### src/rtl/universal_ff_bank.sv
// Bank of WIDTH flip-flops that behave as D, T, JK or SR cells chosen by mode.
// Illegal SR combinations (S=R=1) hold the bit and set a sticky flag plus a saturating event counter.
module universal_ff_bank #(
    parameter int               WIDTH   = 8,
    parameter int               CNT_W   = 4,
    parameter logic [WIDTH-1:0] RST_VAL = '0
) (
    input  logic             clk,
    input  logic             rst,
    input  logic             en,
    input  logic [1:0]       mode,
    input  logic [WIDTH-1:0] a,
    input  logic [WIDTH-1:0] b,
    input  logic             clr_err,
    output logic [WIDTH-1:0] q,
    output logic [WIDTH-1:0] qbar,
    output logic             illegal,
    output logic [CNT_W-1:0] illegal_cnt
);

    localparam logic [1:0]       MODE_D  = 2'b00;
    localparam logic [1:0]       MODE_T  = 2'b01;
    localparam logic [1:0]       MODE_JK = 2'b10;
    localparam logic [1:0]       MODE_SR = 2'b11;
    localparam logic [CNT_W-1:0] CNT_MAX = '1;

    logic [WIDTH-1:0] q_reg;
    logic [WIDTH-1:0] q_next;
    logic             illegal_reg;
    logic             illegal_next;
    logic [CNT_W-1:0] cnt_reg;
    logic [CNT_W-1:0] cnt_next;
    logic             illegal_cycle;

    genvar gi;
    generate
        for (gi = 0; gi < WIDTH; gi++) begin : g_bit
            logic bit_next;

            always_comb begin
                bit_next = q_reg[gi];
                if (en) begin
                    case (mode)
                        MODE_D:  bit_next = a[gi];
                        MODE_T:  bit_next = q_reg[gi] ^ a[gi];
                        MODE_JK: begin
                            case ({a[gi], b[gi]})
                                2'b01:   bit_next = 1'b0;
                                2'b10:   bit_next = 1'b1;
                                2'b11:   bit_next = ~q_reg[gi];
                                default: bit_next = q_reg[gi];
                            endcase
                        end
                        default: begin
                            // SR: S=R=1 holds the bit so the state never goes unknown
                            case ({a[gi], b[gi]})
                                2'b01:   bit_next = 1'b0;
                                2'b10:   bit_next = 1'b1;
                                default: bit_next = q_reg[gi];
                            endcase
                        end
                    endcase
                end
            end

            assign q_next[gi] = bit_next;
        end
    endgenerate

    // Any number of offending bits in one cycle is a single event
    assign illegal_cycle = en && (mode == MODE_SR) && (|(a & b));

    always_comb begin
        illegal_next = illegal_reg;
        cnt_next     = cnt_reg;
        if (illegal_cycle) begin
            illegal_next = 1'b1;
            if (clr_err) begin
                cnt_next = CNT_W'(1);
            end else if (cnt_reg != CNT_MAX) begin
                cnt_next = cnt_reg + CNT_W'(1);
            end
        end else if (clr_err) begin
            illegal_next = 1'b0;
            cnt_next     = '0;
        end
    end

    always_ff @(posedge clk) begin
        if (rst) begin
            q_reg       <= RST_VAL;
            illegal_reg <= 1'b0;
            cnt_reg     <= '0;
        end else begin
            q_reg       <= q_next;
            illegal_reg <= illegal_next;
            cnt_reg     <= cnt_next;
        end
    end

    assign q           = q_reg;
    assign qbar        = ~q_reg;
    assign illegal     = illegal_reg;
    assign illegal_cnt = cnt_reg;

endmodule

### config.mk
export PLATFORM = sky130hd
export DESIGN_NAME = universal_ff_bank
export DESIGN_NICKNAME = d
export VERILOG_FILES = /design/src/rtl/universal_ff_bank.sv
export SDC_FILE = /design/constraint.sdc
export NUM_CORES = 1
export LEC_CHECK = 0
export ABC_AREA = 1
export BUFFER_PORTS_ARGS = -buffer_cell sky130_fd_sc_hd__buf_2
export CAP_MARGIN = 15
export CORE_UTILIZATION = 52
export CTS_CLUSTER_SIZE = 40
export DETAILED_ROUTE_END_ITERATION = 10
export PLACE_DENSITY = 0.81
export SYNTH_ARGS = -nofsm -noshare
export SYNTH_HDL_FRONTEND = slang
export SYNTH_SLANG_ARGS = --single-unit
### constraint.sdc
create_clock -name clk -period 1.42 [get_ports clk]
set_input_delay 0 -clock clk [delete_from_list [all_inputs] [get_ports clk]]
set_output_delay 0 -clock clk [all_outputs]
set_load 0.01 [all_outputs]
# [After elaboration in Yosys (flattened, before gate mapping)]
# Index checks and enable logic that the tools add are counted.
# Widths: inputs -> output; s select.
[classes] order_cmp=0 n_div=0 bitwise=18 n_reduce_logical=23 n_eq_ne=36 mux=30 add_sub_neg=1 multipliers=0 shift=0
[ops] op="$pmux 1 s3" n=16
[ops] op="$reduce_bool 5->1" n=8
[ops] op="$eq 2x2->1 const B" n=18
[ops] op="$ne 4x1->1 const B" n=7
[ops] op="$reduce_and 3->1" n=8
[ops] op="$eq 2x1->1 const B" n=9
[ops] op="$mux 4" n=4
[ops] op="$pmux 1 s2" n=8
[ops] op="$and 8x8->8" n=1
[ops] op="$not 1->1" n=8
[ops] op="$not 8->8" n=1
[ops] op="$reduce_or 8->1" n=1
[ops] op="$xor 1x1->1" n=8
[ops] op="$add 4x1->4 const B" n=1
[ops] op="$ne 4x3->1 const B" n=1
[ops] op="$ne 4x4->1 const B" n=1
[ops] op="$reduce_bool 2->1" n=2
[ops] op="$logic_and 1x1->1" n=2
[ops] op="$logic_not 2->1" n=1
[ops] op="$mux 1" n=2
[ops] op="$reduce_and 2->1" n=1
[word_totals] reg_bits=13 output_inout_bits=21 mem_bits_ro=0 mem_bits_rw=0 mem_count=0 latchBits=0

# [Logic depth before layout (Yosys ltp)]
[depth] depth_word=5 depth_mapped=10

# [Worst setup path after synthesis]
# Ideal clock, no wire load.
[synth_path] path_type="reg2reg" startpoint="reg cnt_reg[0] (netlist: illegal_cnt[0])" endpoint="reg cnt_reg[2] (netlist: illegal_cnt[2])" required_ns=1.349 arrival_time_ns=1.077 path_slack_ns=0.271 stages_incl_launch_ff=8 period_less_slack_ns=1.149 path_cell_list="dfxtp_1 > ha_1 > nand2_1 > nor2_1 > inv_1 > nand3_2 > nand3_1 > a21oi_1"
[synth_between] elab_chain_len=4 word_cells_on_any_way=7
[synth_rtl] item="from (decl)" line_no="31" rtl="logic [CNT_W-1:0] cnt_reg;"
[synth_rtl] item="from (signal assigned)" line_no="97" rtl="cnt_reg <= cnt_next;"
[synth_rtl] item="$add 4x1->4" line_no="81" rtl="cnt_next = cnt_reg + CNT_W'(1);"
[synth_rtl] item="$mux 4" line_no="80" rtl="end else if (cnt_reg != CNT_MAX) begin"
[synth_rtl] item="$mux 4" line_no="78" rtl="if (clr_err) begin"
[synth_rtl] item="$mux 4" line_no="76" rtl="if (illegal_cycle) begin"
# Parallel ways exist; a longest one is shown, timed or not. The select of a mux whose other input is x is not followed.
# A chain may end at the register's enable or synchronous reset.

# [Worst setup path after layout]
[layout_path] startpoint="reg cnt_reg[0] (netlist: illegal_cnt[0])" endpoint="reg cnt_reg[3] (netlist: illegal_cnt[3])"
# The elaborated chain is that of the path after synthesis.

==> results.cfg <==
[status]
status = completed

[global_route]
antenna_found_initial = 0
grt_max_degree = 10
grt_overflow_total = 0
grt_pass1_vias = 1381
grt_use_total_pct = 27.0
grt_pass1_wl_um = 5860

[timing]
drv_slew = 0
tightest_slew_ns = 0.355
relSlewSlack_pct = 76.4
hold_viol_final = 0
skew_ns = 0.000290
rsz0062_at_grt = false
layout_min_cycle_time_ns = 1.25
finalSetupViolCount = 0
fmax_mhz = 801
fin_setup_tns_ns = 0
finalCritPeriodShare_pct = 88.0

[worst_setup_path]
critical_path.max_fanout = 5
critPathSlowestCell = dfxtp_1
crit_type = flip-flop to flip-flop
worstPathArrival_ns = 1.43
max_stage_delay_ns = 0.35
cp.required_ns = 1.60
startpoint_type = flip-flop
cp_common_cell = nor2_1
worstSetupEndpointType = flip-flop
worstPathCellList = ha_1 -> nand2_1 -> nor2_1 -> inv_1 -> nand3_2 -> o21ai_0 -> nor2_1

[power]
pwr-share-seq_pct = 38.2
p_int_w = 0.000662
powerDensity_nw_per_um2 = 631
swShare_pct = 38.8
pwr-share-clk_pct = 23.5
pwr-share-comb_pct = 38.2
p_leak_nw = 0.913
p_switching_w = 0.000419
ir_drop_mv = 0.470

[routing]
via_per_inst = 5.20
routedWlPerCell_um = 11.4
wl_um = 3530
drtIter0Drc = 35
drc_errors = 0
ant_nets = 0
vias = 1613
dr.pass1.iters = 4

[worst_hold_path]
min_path_type = input port to flip-flop

[synthesis]
synth_top_area_cell = dfxtp_1
ys_ff_latch = 13
syn_avg_cell_area_um2 = 6.14
synth_top_cell_area_share_pct = 18.1
synth_warnings = 0
seq_area_frac_synth_pct = 18.1
syn_area_um2 = 1440
syn_nets = 275
synthTopCellsByArea = dfxtp_1, ha_1, nand2_1, inv_1, nor2_1
synthCells = 234
synth_cell_types = 30

[die]
io_pins = 43
die_area_um2 = 2980
die_h_um = 54.6
coreArea_um2 = 2540
row_count = 18
initial_core_util_pct = 56.5
die_width_um = 54.6

[clock_network]
post-cts-setup-buffers = 0
cts_tree = yes
cts.repair.resized = 0
clockBufferDepth = 2
hold_buffers = 1
cts-buffers-inserted = 3
root_buffer = clkbuf_4
h-tree-depth = 1
clkSinkCount = 13
path_clk_slew_ns = 0.08
clk_latency_ns = 0.28

[placed_design]
postPlaceCellArea_um2 = 1680
dp_hpwl_um = 2760
portBuffers = 42
place.gp.congestion = 0.955

[layout]
layout_commonest_cell = nand2_1
final_cell_mix = nand2_1, buf_2, inv_1
final_area_um2 = 1710
n_antenna_cell = 0
fill_cells = 263
layout-drive-gt1-share_pct = 22.9
final_nets = 322
largest_reg_flops = 8
area_growth_pct = 19.2

[job]
drv_cap = 0
kinds of logic after synthesis:
group	Yosys count	share of synthesized area, %
AND/OR/NAND/NOR	109	33.4
buffers and inverters	44	12.3
flip-flops	13	18.1
AO/OA/AOI/OAI	47	18.5
adder cells (fa/ha/maj)	19	16.5
XOR/XNOR	2	1.22
power groups by stage:
stage                     registers, W  clock network (W)  logic [W]
after global placement        0.000422                  0   0.000401
after global routing          0.000418           0.000273   0.000475
after detailed placement      0.000422                  0   0.000408
after CTS                     0.000414           0.000253   0.000412
after floorplan               0.000429                  0   0.000254
final                         0.000414           0.000254   0.000414
per-layer routing:
layer | vias up | track usage (%) | wire, um
li1 | 838 | - | -
met1 | 707 | 35.7 | 1660
met2 | 60 | 42.2 | 1620
met3 | 8 | 4.72 | 203
met4 | 0 | 11.5 | 51
met5 | - | 0 | 0
Yosys cell counts, drive strengths merged:
library cell  instances
nand2                48
dfxtp                13
nand3                22
or2                   2
xnor2                 1
nor3b                 1
a31oi                 1
o211ai                2
o21a                  1
a21oi                20
buf                   3
a21boi                1
nor3                  2
nor2                 31
inv                  41
nand4                 1
xor2                  1
ha                   19
and2                  2
o21ai                22
stage by stage:
stage | util [%] | setup WS [ns] | hold slack, ns | total power (W) | cells
after global placement | 65.9 | 0.166 | 0.295 | 0.000823 | 305
final | 67.4 | 0.171 | 0.0336 | 0.00108 | 310
after detailed placement | 65.9 | 0.112 | 0.305 | 0.000830 | 305
after floorplan | - | 0.271 | 0.162 | 0.000683 | 234
after CTS | 67.4 | 0.184 | 0.0286 | 0.00108 | 310
after global routing | 67.4 | 0.0516 | 0.0519 | 0.00117 | 310
worst max-delay path, delay by kind of cell (launching register included):
kind                     cells  cell delay, ns
AO/OA/AOI/OAI                1            0.18
buffers and inverters        1            0.08
flip-flops                   1            0.35
AND/OR/NAND/NOR              4            0.30
adder cells (fa/ha/maj)      1            0.23
layout make-up:
| class | instances | area, um2 | area share (%) |
|---|---|---|---|
| sequential | 13 | 260 | 15.2 |
| clock buffer | 4 | 26.3 | 1.53 |
| inverter | 41 | 154 | 8.98 |
| timing repair buffer | 45 | 235 | 13.7 |
| multi-input combinational | 177 | 1000 | 58.4 |
| tap | 30 | 37.5 | 2.19 |
path summary, 6_finish.rpt:
check | cells past startpoint | slack [ns] | from | end
worst min register to register | 2 | 0.49 | illegal | illegal
worst max register to register | 7 | 0.17 | illegal_cnt[0] | illegal_cnt[3]
worst max-delay path | 7 | 0.17 | illegal_cnt[0] | illegal_cnt[3]
worst min-delay path | 4 | 0.03 | clr_err | illegal_cnt[3]
(Power assumes the default switching activity.)
